### config.mk
export PLATFORM = sky130hd
export DESIGN_NAME = remote_cmd_arb_flat
export DESIGN_NICKNAME = d
export VERILOG_FILES = /design/src/rtl/remote_cmd_arb_if.sv /design/src/rtl/remote_cmd_arb.sv /design/src/flat_wrapper.sv
export SDC_FILE = /design/constraint.sdc
export NUM_CORES = 1
export LEC_CHECK = 0
export BUFFER_PORTS_ARGS = -buffer_cell sky130_fd_sc_hd__buf_4
export CAP_MARGIN = 20
export CORE_MARGIN = 5
export CORE_UTILIZATION = 47
export DETAILED_ROUTE_END_ITERATION = 12
export GPL_ROUTABILITY_DRIVEN = 0
export GPL_TIMING_DRIVEN = 1
export PLACE_DENSITY = 0.84
export SLEW_MARGIN = 10
export SYNTH_ARGS = -nofsm -noshare
export SYNTH_HDL_FRONTEND = slang
export SYNTH_SLANG_ARGS = --single-unit
export TNS_END_PERCENT = 30
### constraint.sdc
create_clock -name clk -period 3.21 [get_ports clk]
set_input_delay 0.642 -clock clk [delete_from_list [all_inputs] [get_ports clk]]
set_output_delay 0.642 -clock clk [all_outputs]
set_load 0.01 [all_outputs]
### src/rtl/remote_cmd_arb_if.sv
// remote_cmd_arb_if: signal bundle for remote_cmd_arb.
//
// Groups the requester, transmitter and receiver handshakes of the arbiter.
//   slave  modport : the arbiter side (remote_cmd_arb).
//   master modport : the environment side (requesters, transmitter, receiver).
//
// Signals
//   req0/req1       level request per requester, held until its done pulse
//   cmd0/cmd1       command byte per requester
//   data0/data1     data word per requester
//   done0/done1     one-cycle completion pulse per requester
//   rsp             response byte, held until the next completion
//   err             response timed out (only with RESP_TIMEOUT_EN)
//   busy            arbiter is not idle
//   send_cmd        one-cycle launch pulse to the serial transmitter
//   cmd/data        registered command byte / data word to the transmitter
//   cmd_sent        transmitter pulse: all three bytes shifted out
//   resp_rdy        receiver level: response byte available
//   resp            response byte from the receiver
//   clr_resp_rdy    one-cycle pulse that knocks down resp_rdy
interface remote_cmd_arb_if;
    logic        req0;
    logic        req1;
    logic [7:0]  cmd0;
    logic [7:0]  cmd1;
    logic [15:0] data0;
    logic [15:0] data1;
    logic        done0;
    logic        done1;
    logic [7:0]  rsp;
    logic        err;
    logic        busy;
    logic        send_cmd;
    logic [7:0]  cmd;
    logic [15:0] data;
    logic        cmd_sent;
    logic        resp_rdy;
    logic [7:0]  resp;
    logic        clr_resp_rdy;

    modport slave (
        input  req0, req1, cmd0, cmd1, data0, data1, cmd_sent, resp_rdy, resp,
        output done0, done1, rsp, err, busy, send_cmd, cmd, data, clr_resp_rdy
    );

    modport master (
        output req0, req1, cmd0, cmd1, data0, data1, cmd_sent, resp_rdy, resp,
        input  done0, done1, rsp, err, busy, send_cmd, cmd, data, clr_resp_rdy
    );
endinterface

### src/rtl/remote_cmd_arb.sv
// remote_cmd_arb: round-robin arbiter between two requesters sharing one
// remote serial command link.
//
// A granted requester's command byte and data word are latched and handed to
// the transmitter with a one-cycle send_cmd pulse. After the transmitter
// reports cmd_sent, the arbiter waits for the receiver's response, clears the
// receiver's ready flag, and returns the response to the requester with a
// one-cycle done pulse.
//
// Optional feature macro: RESP_TIMEOUT_EN
//   When defined, a response that does not arrive within TMO_CYCLES cycles of
//   entering WAIT_RESP completes the transaction with rsp=8'h00 and err=1.
//   When undefined, err is tied low and WAIT_RESP waits indefinitely.
//
// Parameters
//   TMO_CYCLES  response timeout in clk cycles, 2..65535
//
// Ports
//   clk    system clock, rising edge
//   rst_n  asynchronous active-low reset
//   bus    remote_cmd_arb_if.slave (requester, transmitter, receiver signals)
module remote_cmd_arb #(
    parameter int unsigned TMO_CYCLES = 1024
) (
    input  logic            clk,
    input  logic            rst_n,
    remote_cmd_arb_if.slave bus
);

    if (TMO_CYCLES < 2 || TMO_CYCLES > 65535) begin : g_tmo_range
        $error("remote_cmd_arb: TMO_CYCLES must be in 2..65535");
    end

    typedef enum logic [2:0] {
        StIdle,
        StLaunch,
        StWaitSent,
        StWaitResp,
        StComplete
    } state_e;

    state_e      state_q, state_d;
    logic        gnt_id_q, gnt_id_d;
    logic        last_gnt_q, last_gnt_d;
    logic [7:0]  cmd_q, cmd_d;
    logic [15:0] data_q, data_d;
    logic [7:0]  rsp_q, rsp_d;
    logic        send_cmd_q, send_cmd_d;
    logic        done0_q, done0_d;
    logic        done1_q, done1_d;
    logic        clr_resp_rdy;
    logic        pick1;

`ifdef RESP_TIMEOUT_EN
    localparam logic [15:0] TmoLast = 16'(TMO_CYCLES - 1);

    logic        err_q, err_d;
    logic [15:0] tmo_cnt_q, tmo_cnt_d;
`endif

    // Requester 1 wins when it is alone, or on a tie when 0 was served last.
    assign pick1 = bus.req1 && (!bus.req0 || !last_gnt_q);

    always_comb begin
        state_d      = state_q;
        gnt_id_d     = gnt_id_q;
        last_gnt_d   = last_gnt_q;
        cmd_d        = cmd_q;
        data_d       = data_q;
        rsp_d        = rsp_q;
        send_cmd_d   = 1'b0;
        done0_d      = 1'b0;
        done1_d      = 1'b0;
        clr_resp_rdy = 1'b0;
`ifdef RESP_TIMEOUT_EN
        err_d        = err_q;
        tmo_cnt_d    = tmo_cnt_q;
`endif

        unique case (state_q)
            StIdle: begin
                // A response showing up with no transaction open is stale:
                // knock it down and drop it without touching rsp.
                if (bus.resp_rdy) begin
                    clr_resp_rdy = 1'b1;
                end
                if (bus.req0 || bus.req1) begin
                    gnt_id_d = pick1;
                    cmd_d    = pick1 ? bus.cmd1 : bus.cmd0;
                    data_d   = pick1 ? bus.data1 : bus.data0;
                    state_d  = StLaunch;
                end
            end

            StLaunch: begin
                // send_cmd is registered out of LAUNCH, so the transmitter
                // sees it two edges after the request is sampled.
                send_cmd_d = 1'b1;
                state_d    = StWaitSent;
            end

            StWaitSent: begin
                if (bus.cmd_sent) begin
                    state_d = StWaitResp;
`ifdef RESP_TIMEOUT_EN
                    tmo_cnt_d = '0;
`endif
                end
            end

            StWaitResp: begin
                // done is set on the edge into COMPLETE so it lands exactly
                // one cycle after resp_rdy.
                if (bus.resp_rdy) begin
                    clr_resp_rdy = 1'b1;
                    rsp_d        = bus.resp;
                    done0_d      = !gnt_id_q;
                    done1_d      = gnt_id_q;
                    state_d      = StComplete;
`ifdef RESP_TIMEOUT_EN
                    err_d        = 1'b0;
                end else if (tmo_cnt_q == TmoLast) begin
                    rsp_d   = 8'h00;
                    err_d   = 1'b1;
                    done0_d = !gnt_id_q;
                    done1_d = gnt_id_q;
                    state_d = StComplete;
                end else begin
                    tmo_cnt_d = tmo_cnt_q + 16'd1;
`endif
                end
            end

            StComplete: begin
                last_gnt_d = gnt_id_q;
                state_d    = StIdle;
            end

            default: begin
                state_d = StIdle;
            end
        endcase
    end

    always_ff @(posedge clk or negedge rst_n) begin
        if (!rst_n) begin
            state_q    <= StIdle;
            gnt_id_q   <= 1'b0;
            last_gnt_q <= 1'b1;  // requester 0 wins the first tie
            cmd_q      <= 8'h00;
            data_q     <= 16'h0000;
            rsp_q      <= 8'h00;
            send_cmd_q <= 1'b0;
            done0_q    <= 1'b0;
            done1_q    <= 1'b0;
        end else begin
            state_q    <= state_d;
            gnt_id_q   <= gnt_id_d;
            last_gnt_q <= last_gnt_d;
            cmd_q      <= cmd_d;
            data_q     <= data_d;
            rsp_q      <= rsp_d;
            send_cmd_q <= send_cmd_d;
            done0_q    <= done0_d;
            done1_q    <= done1_d;
        end
    end

`ifdef RESP_TIMEOUT_EN
    always_ff @(posedge clk or negedge rst_n) begin
        if (!rst_n) begin
            err_q     <= 1'b0;
            tmo_cnt_q <= 16'h0000;
        end else begin
            err_q     <= err_d;
            tmo_cnt_q <= tmo_cnt_d;
        end
    end

    assign bus.err = err_q;
`else
    assign bus.err = 1'b0;
`endif

    assign bus.done0        = done0_q;
    assign bus.done1        = done1_q;
    assign bus.rsp          = rsp_q;
    assign bus.busy         = (state_q != StIdle);
    assign bus.send_cmd     = send_cmd_q;
    assign bus.cmd          = cmd_q;
    assign bus.data         = data_q;
    // Gated so the receiver never sees a clear while reset is held.
    assign bus.clr_resp_rdy = clr_resp_rdy & rst_n;

endmodule

### src/flat_wrapper.sv
// flat-port wrapper written by rule: the top's interface ports become plain ports
module remote_cmd_arb_flat 
#(
    parameter int unsigned TMO_CYCLES = 1024
)
  (clk, rst_n, bus_req0, bus_req1, bus_cmd0, bus_cmd1, bus_data0, bus_data1, bus_cmd_sent, bus_resp_rdy, bus_resp, bus_done0, bus_done1, bus_rsp, bus_err, bus_busy, bus_send_cmd, bus_cmd, bus_data, bus_clr_resp_rdy);
  remote_cmd_arb_if bus_i ();
  input  logic clk;
  input  logic rst_n;
  input wire logic [$bits(bus_i.req0)-1:0] bus_req0;
  input wire logic [$bits(bus_i.req1)-1:0] bus_req1;
  input wire logic [$bits(bus_i.cmd0)-1:0] bus_cmd0;
  input wire logic [$bits(bus_i.cmd1)-1:0] bus_cmd1;
  input wire logic [$bits(bus_i.data0)-1:0] bus_data0;
  input wire logic [$bits(bus_i.data1)-1:0] bus_data1;
  input wire logic [$bits(bus_i.cmd_sent)-1:0] bus_cmd_sent;
  input wire logic [$bits(bus_i.resp_rdy)-1:0] bus_resp_rdy;
  input wire logic [$bits(bus_i.resp)-1:0] bus_resp;
  output wire logic [$bits(bus_i.done0)-1:0] bus_done0;
  output wire logic [$bits(bus_i.done1)-1:0] bus_done1;
  output wire logic [$bits(bus_i.rsp)-1:0] bus_rsp;
  output wire logic [$bits(bus_i.err)-1:0] bus_err;
  output wire logic [$bits(bus_i.busy)-1:0] bus_busy;
  output wire logic [$bits(bus_i.send_cmd)-1:0] bus_send_cmd;
  output wire logic [$bits(bus_i.cmd)-1:0] bus_cmd;
  output wire logic [$bits(bus_i.data)-1:0] bus_data;
  output wire logic [$bits(bus_i.clr_resp_rdy)-1:0] bus_clr_resp_rdy;
  assign bus_i.req0 = bus_req0;
  assign bus_i.req1 = bus_req1;
  assign bus_i.cmd0 = bus_cmd0;
  assign bus_i.cmd1 = bus_cmd1;
  assign bus_i.data0 = bus_data0;
  assign bus_i.data1 = bus_data1;
  assign bus_i.cmd_sent = bus_cmd_sent;
  assign bus_i.resp_rdy = bus_resp_rdy;
  assign bus_i.resp = bus_resp;
  assign bus_done0 = bus_i.done0;
  assign bus_done1 = bus_i.done1;
  assign bus_rsp = bus_i.rsp;
  assign bus_err = bus_i.err;
  assign bus_busy = bus_i.busy;
  assign bus_send_cmd = bus_i.send_cmd;
  assign bus_cmd = bus_i.cmd;
  assign bus_data = bus_i.data;
  assign bus_clr_resp_rdy = bus_i.clr_resp_rdy;
  remote_cmd_arb #(.TMO_CYCLES(TMO_CYCLES)) u_core (.clk(clk), .rst_n(rst_n), .bus(bus_i));
endmodule
### Word level (Yosys, flattened, before mapping)

Index checks and enable logic that the tools add are counted.

* eq/ne operators: 7
* mux-type cells: 13
* bitwise gates (word level): 1
* reductions and logical operators: 12

Operator list (number)
* 16-bit 2-to-1 mux: 1
* 3-bit one-hot mux with 4 select lines: 1
* 3-bit 2-to-1 mux: 3
* 8-bit 2-to-1 mux: 1
* 1-bit 2-to-1 mux: 7
* 3-bit by 2-bit == test with 1-bit output (second input constant): 2
* 2-bit inequality test (second input constant): 2
* 2-bit AND reduction: 2
* 3-bit by 1-bit == test with 1-bit output (second input constant): 1
* 3-bit == test (second input constant): 1
* 1-bit logical NOT: 3
* 3-bit logical NOT: 1
* 3-bit AND reduction: 1
* 3-bit nonzero test: 1
* 1-bit logical OR: 2
* 2-bit by 1-bit inequality test with 1-bit output (second input constant): 1
* 2-bit OR reduction: 1
* 1-bit AND: 1
* 1-bit logical AND: 1

* register bits: 40
* output and inout bits: 38
* word-level logic and storage cells: 42

### Longest topological paths before layout

* depth after elaboration: 4
* gate-level depth with buffers: 6
* mapped depth without buffers: 3

### Worst setup path before layout

Ideal clock, no wire load.

* path type: flip-flop to output port
* from: reg u_core.state_q[1]
* to: out bus_busy
* data arrival time: 1.002 ns
* setup slack: 1.566 ns
* cell stages (with the launch flop): 5
* path through: dfrtp_1 > nor3_4 > buf_6 > buf_6 > inv_1

* word-level cells in the longest chain between the ends: 1

Ends and longest elaborated chain
* start, declared: RTL line remote_cmd_arb.sv:42 `state_e state_q, state_d;`
* start signal, assigned: RTL line remote_cmd_arb.sv:147 `state_q <= StIdle;`
* start signal, assigned: RTL line remote_cmd_arb.sv:157 `state_q <= state_d;`
* 3-bit nonzero test: RTL line remote_cmd_arb.sv:188 `assign bus.busy = (state_q != StIdle);`
* end, declared: RTL line flat_wrapper.sv:23 `output wire logic [$bits(bus_i.busy)-1:0] bus_busy;`

Every way passes these cells.

### Worst setup path in the final report

Same ends and word-level chain as after synthesis.

==> out/qor.yml <==
run_status: "completed"
cts-buffers-inserted: 5
power.static_leakage_nw: 1.29
rrSetupSlack_ns: 1.12
power-per-cell-area_nw_per_um2: 945
insertion_delay_ns: 0.29
peakVddDrop_uv: 473
timing.final.crit_share_pct: 67.5
grt_pass1_wl_um: 7380
p_switching_w: 0.000817
drive_above_1_share_pct: 54.8
critical_path_required_ns: 2.57
crit_path_max_incr_delay_ns: 0.52
clock_sink_count: 40
distinct_cell_type_count_of_the_synthesized_netlist: 30
grt_setup_unrepaired: "false"
use_met3_pct: 4.85
ioPinCount: 100
startpoint: "u_core.state_q[1]"
wire_per_inst_um: 16.8
maxCapViolations: 0
report.final.setup_viol: 0
initial_util_pct: 48.9
coreArea_um2: 3720
area_growth_syn_to_layout_pct: 46.2
final_nets: 291
worst-r2r-cell-count: 3
maxSlewViolCount: 0
fmax_mhz: 462
die_h_um: 72.2
path_max_fanout: 13
regToRegEndpoint: "u_core.bus.cmd[2]"
busiest_layer: "met2"
setup.worst_path.class: "flop to output pin"
viasPerCell: 5.30
critPathCaptureType: "output pin"
synth_cells: 135
vias_in_the_first_global_route: 1487
pwr-share-comb_pct: 45.9
pwr-share-clk_pct: 17.7
max_slew_margin_pct: 63.9
timing_hold_violations_final: 0
sum_of_net_half_perimeters_after_detailed_placement_um: 3560
holdCritPathClass: "input pin to asynchronous set/reset pin"
p_seq_share_pct: 36.4
postCtsSetupBuffers: 0
die_x_um: 72.2
min_period_ns: 2.17
final-seq-area_um2: 1000
aggregate_negative_setup_slack_ns: 0
row_count: 22
postCtsResizedCells: 0
groute.layer.met1.usage_pct: 21.9
diodes: 0
synth.ff_latch_count: 40
total_nets_after_synthesis: 197
drt_wl_total_um: 4680
drt_iter0_markers: 59
globalRouteTotalUtil_pct: 18.1
synth_enable_flop_cells: 0
synth-async-reset-ratio_pct: 100
crit_cells: 3
worst_path_dominant_cell_family: "simple AND/OR/NAND/NOR gates"
timing.clock.skew_ns: 0.00646
internal_power_w: 0.00169
total_congestion_overflow: 0
multi_input_logic_area_um2: 721
grt_max_degree: 42
grt_use_met2_pct: 31.0
cts.reportedPaths.clkPinSlew_ns: 0.08
tritoncts_clock_tree: "built"
ys_flop_type: "sky130_fd_sc_hd__dfrtp_1"
mapped_cell_area_um2: 1820
clockBufferDepth: 2
start_kind: "flop"
dieArea_um2: 5210
synthesis.area_per_instance_um2: 13.5
critical_path_arrival_ns: 1.52
fillCellCount: 297
first_pass_detailed_route_iteration_total: 4
num_vias: 1474
critical_path.cell_chain: "nor3_4 > inv_1 > buf_4"
worst_hold_slack_ns: 0.312
yosysWarnings: 0
bufs_and_invs_on_worst_path: 2
synth_sequential_area_ratio_pct: 55.2
ctsHtreeMaxLevel: 2
worst_path_slowest_cell: "sky130_fd_sc_hd__nor3_4"
cts.hold.buffers_added: 0
drt_drc: 0
initial_antenna_violation_count: 0
ctsRootBufferMaster: "sky130_fd_sc_hd__clkbuf_8"
tightestPinTransition_ns: 0.540
port_buffers: 98
critPathCapture: "bus_busy"
regToRegStartpoint: "u_core.state_q[1]"
p_sw_share_pct: 32.5
number_of_nets_with_antenna_violations_after_routing: 0
flip-flops by register name, summed over array words and instances (netlist names):
name and flops:
u_core.bus.send_cmd 1, u_core.bus.cmd 8, u_core.bus.data 16, u_core.bus.rsp 8, u_core.gnt_id_q 1, u_core.bus.done1 1, u_core.state_q 3, u_core.bus.done0 1
u_core.last_gnt_q 1
power groups by stage:
| stage | Clock (W) | Combinational [W] | Sequential [W] |
|---|---|---|---|
| finish | 0.000445 | 0.00115 | 0.000913 |
| global route | 0.000472 | 0.00125 | 0.000946 |
| CTS | 0.000451 | 0.00117 | 0.000915 |
| detailed placement | 0 | 0.00116 | 0.000924 |
| global placement | 0 | 0.00114 | 0.000912 |
| floorplan | 0 | 0.000605 | 0.000989 |
area by class of cell:
type                    count  share of cell area, %
flip-flops and latches     40                   37.7
repair buffers             99                   28.0
multi-input cells          82                   27.1
clock buffers               7                   3.63
well taps                  48                   2.26
clock inverters             1                   1.13
inverters                   1                  0.141
per-layer routing:
metal	part of all wire, %	vias up
met5	0	-
met4	2.0	0
met3	5.9	8
met2	53	46
met1	39	721
li1	-	699
logic make-up after synthesis:
family / after synthesis / synth area share (%)
AOI/OAI and AO/OA: 52 / 26.2
DFF: 40 / 55.2
and+or+nand+nor: 19 / 7.16
buffers and inverters: 13 / 5.16
muxes: 9 / 5.58
xor gates and xnor gates: 1 / 0.482
other: 1 / 0.206
cells in the final DEF, fill, tap and decap left out, types with 2 or more instances in the layout:
master / instances
sky130_fd_sc_hd__buf_4: 99
sky130_fd_sc_hd__dfrtp_1: 39
sky130_fd_sc_hd__a21o_1: 24
sky130_fd_sc_hd__o221a_1: 20
sky130_fd_sc_hd__mux2_2: 9
sky130_fd_sc_hd__clkbuf_8: 7
sky130_fd_sc_hd__nand2_1: 4
sky130_fd_sc_hd__o221a_2: 4
sky130_fd_sc_hd__nor3b_1: 2
sky130_fd_sc_hd__nor3_1: 2
metrics by stage:
stage	cell area, um2	instances	util (%)	power [W]	setup slack (ns)
after CTS	2660	278	71.5	0.00253	1.03
after global routing	2660	278	71.5	0.00266	0.939
final	2660	278	71.5	0.00251	1.04
after global placement	2530	270	68.1	0.00205	1.09
after floorplan	1820	135	-	0.00159	1.57
after detailed placement	2530	270	68.1	0.00209	1.09
cell usage after synthesis (2+ instances only):
cell,n,area (um2)
sky130_fd_sc_hd__nand2_1,4,15.0
sky130_fd_sc_hd__dfrtp_1,39,976
sky130_fd_sc_hd__mux2_2,9,101
sky130_fd_sc_hd__o221a_2,4,45.0
sky130_fd_sc_hd__buf_4,2,15.0
sky130_fd_sc_hd__buf_6,4,45.0
sky130_fd_sc_hd__o221a_1,20,225
sky130_fd_sc_hd__nor3_1,2,10.0
sky130_fd_sc_hd__a21o_1,24,180
sky130_fd_sc_hd__nor3b_1,2,15.0
sky130_fd_sc_hd__buf_2,6,30.0
how the worst min path moves through the flow:
stage          depth (start not counted)            start                  to  slack (ns)
2_1_floorplan                          0            rst_n   u_core.bus.cmd[0]        0.35
3_3_place_gp                           1  u_core.gnt_id_q    u_core.bus.done0        0.48
3_5_place_dp                           1  u_core.gnt_id_q    u_core.bus.done0        0.49
4_1_cts                                1            rst_n   u_core.bus.rsp[6]        0.33
5_1_grt                                1            rst_n  u_core.bus.data[3]        0.36
6_report                               1            rst_n   u_core.bus.rsp[6]        0.31
(Power assumes the default switching activity.)
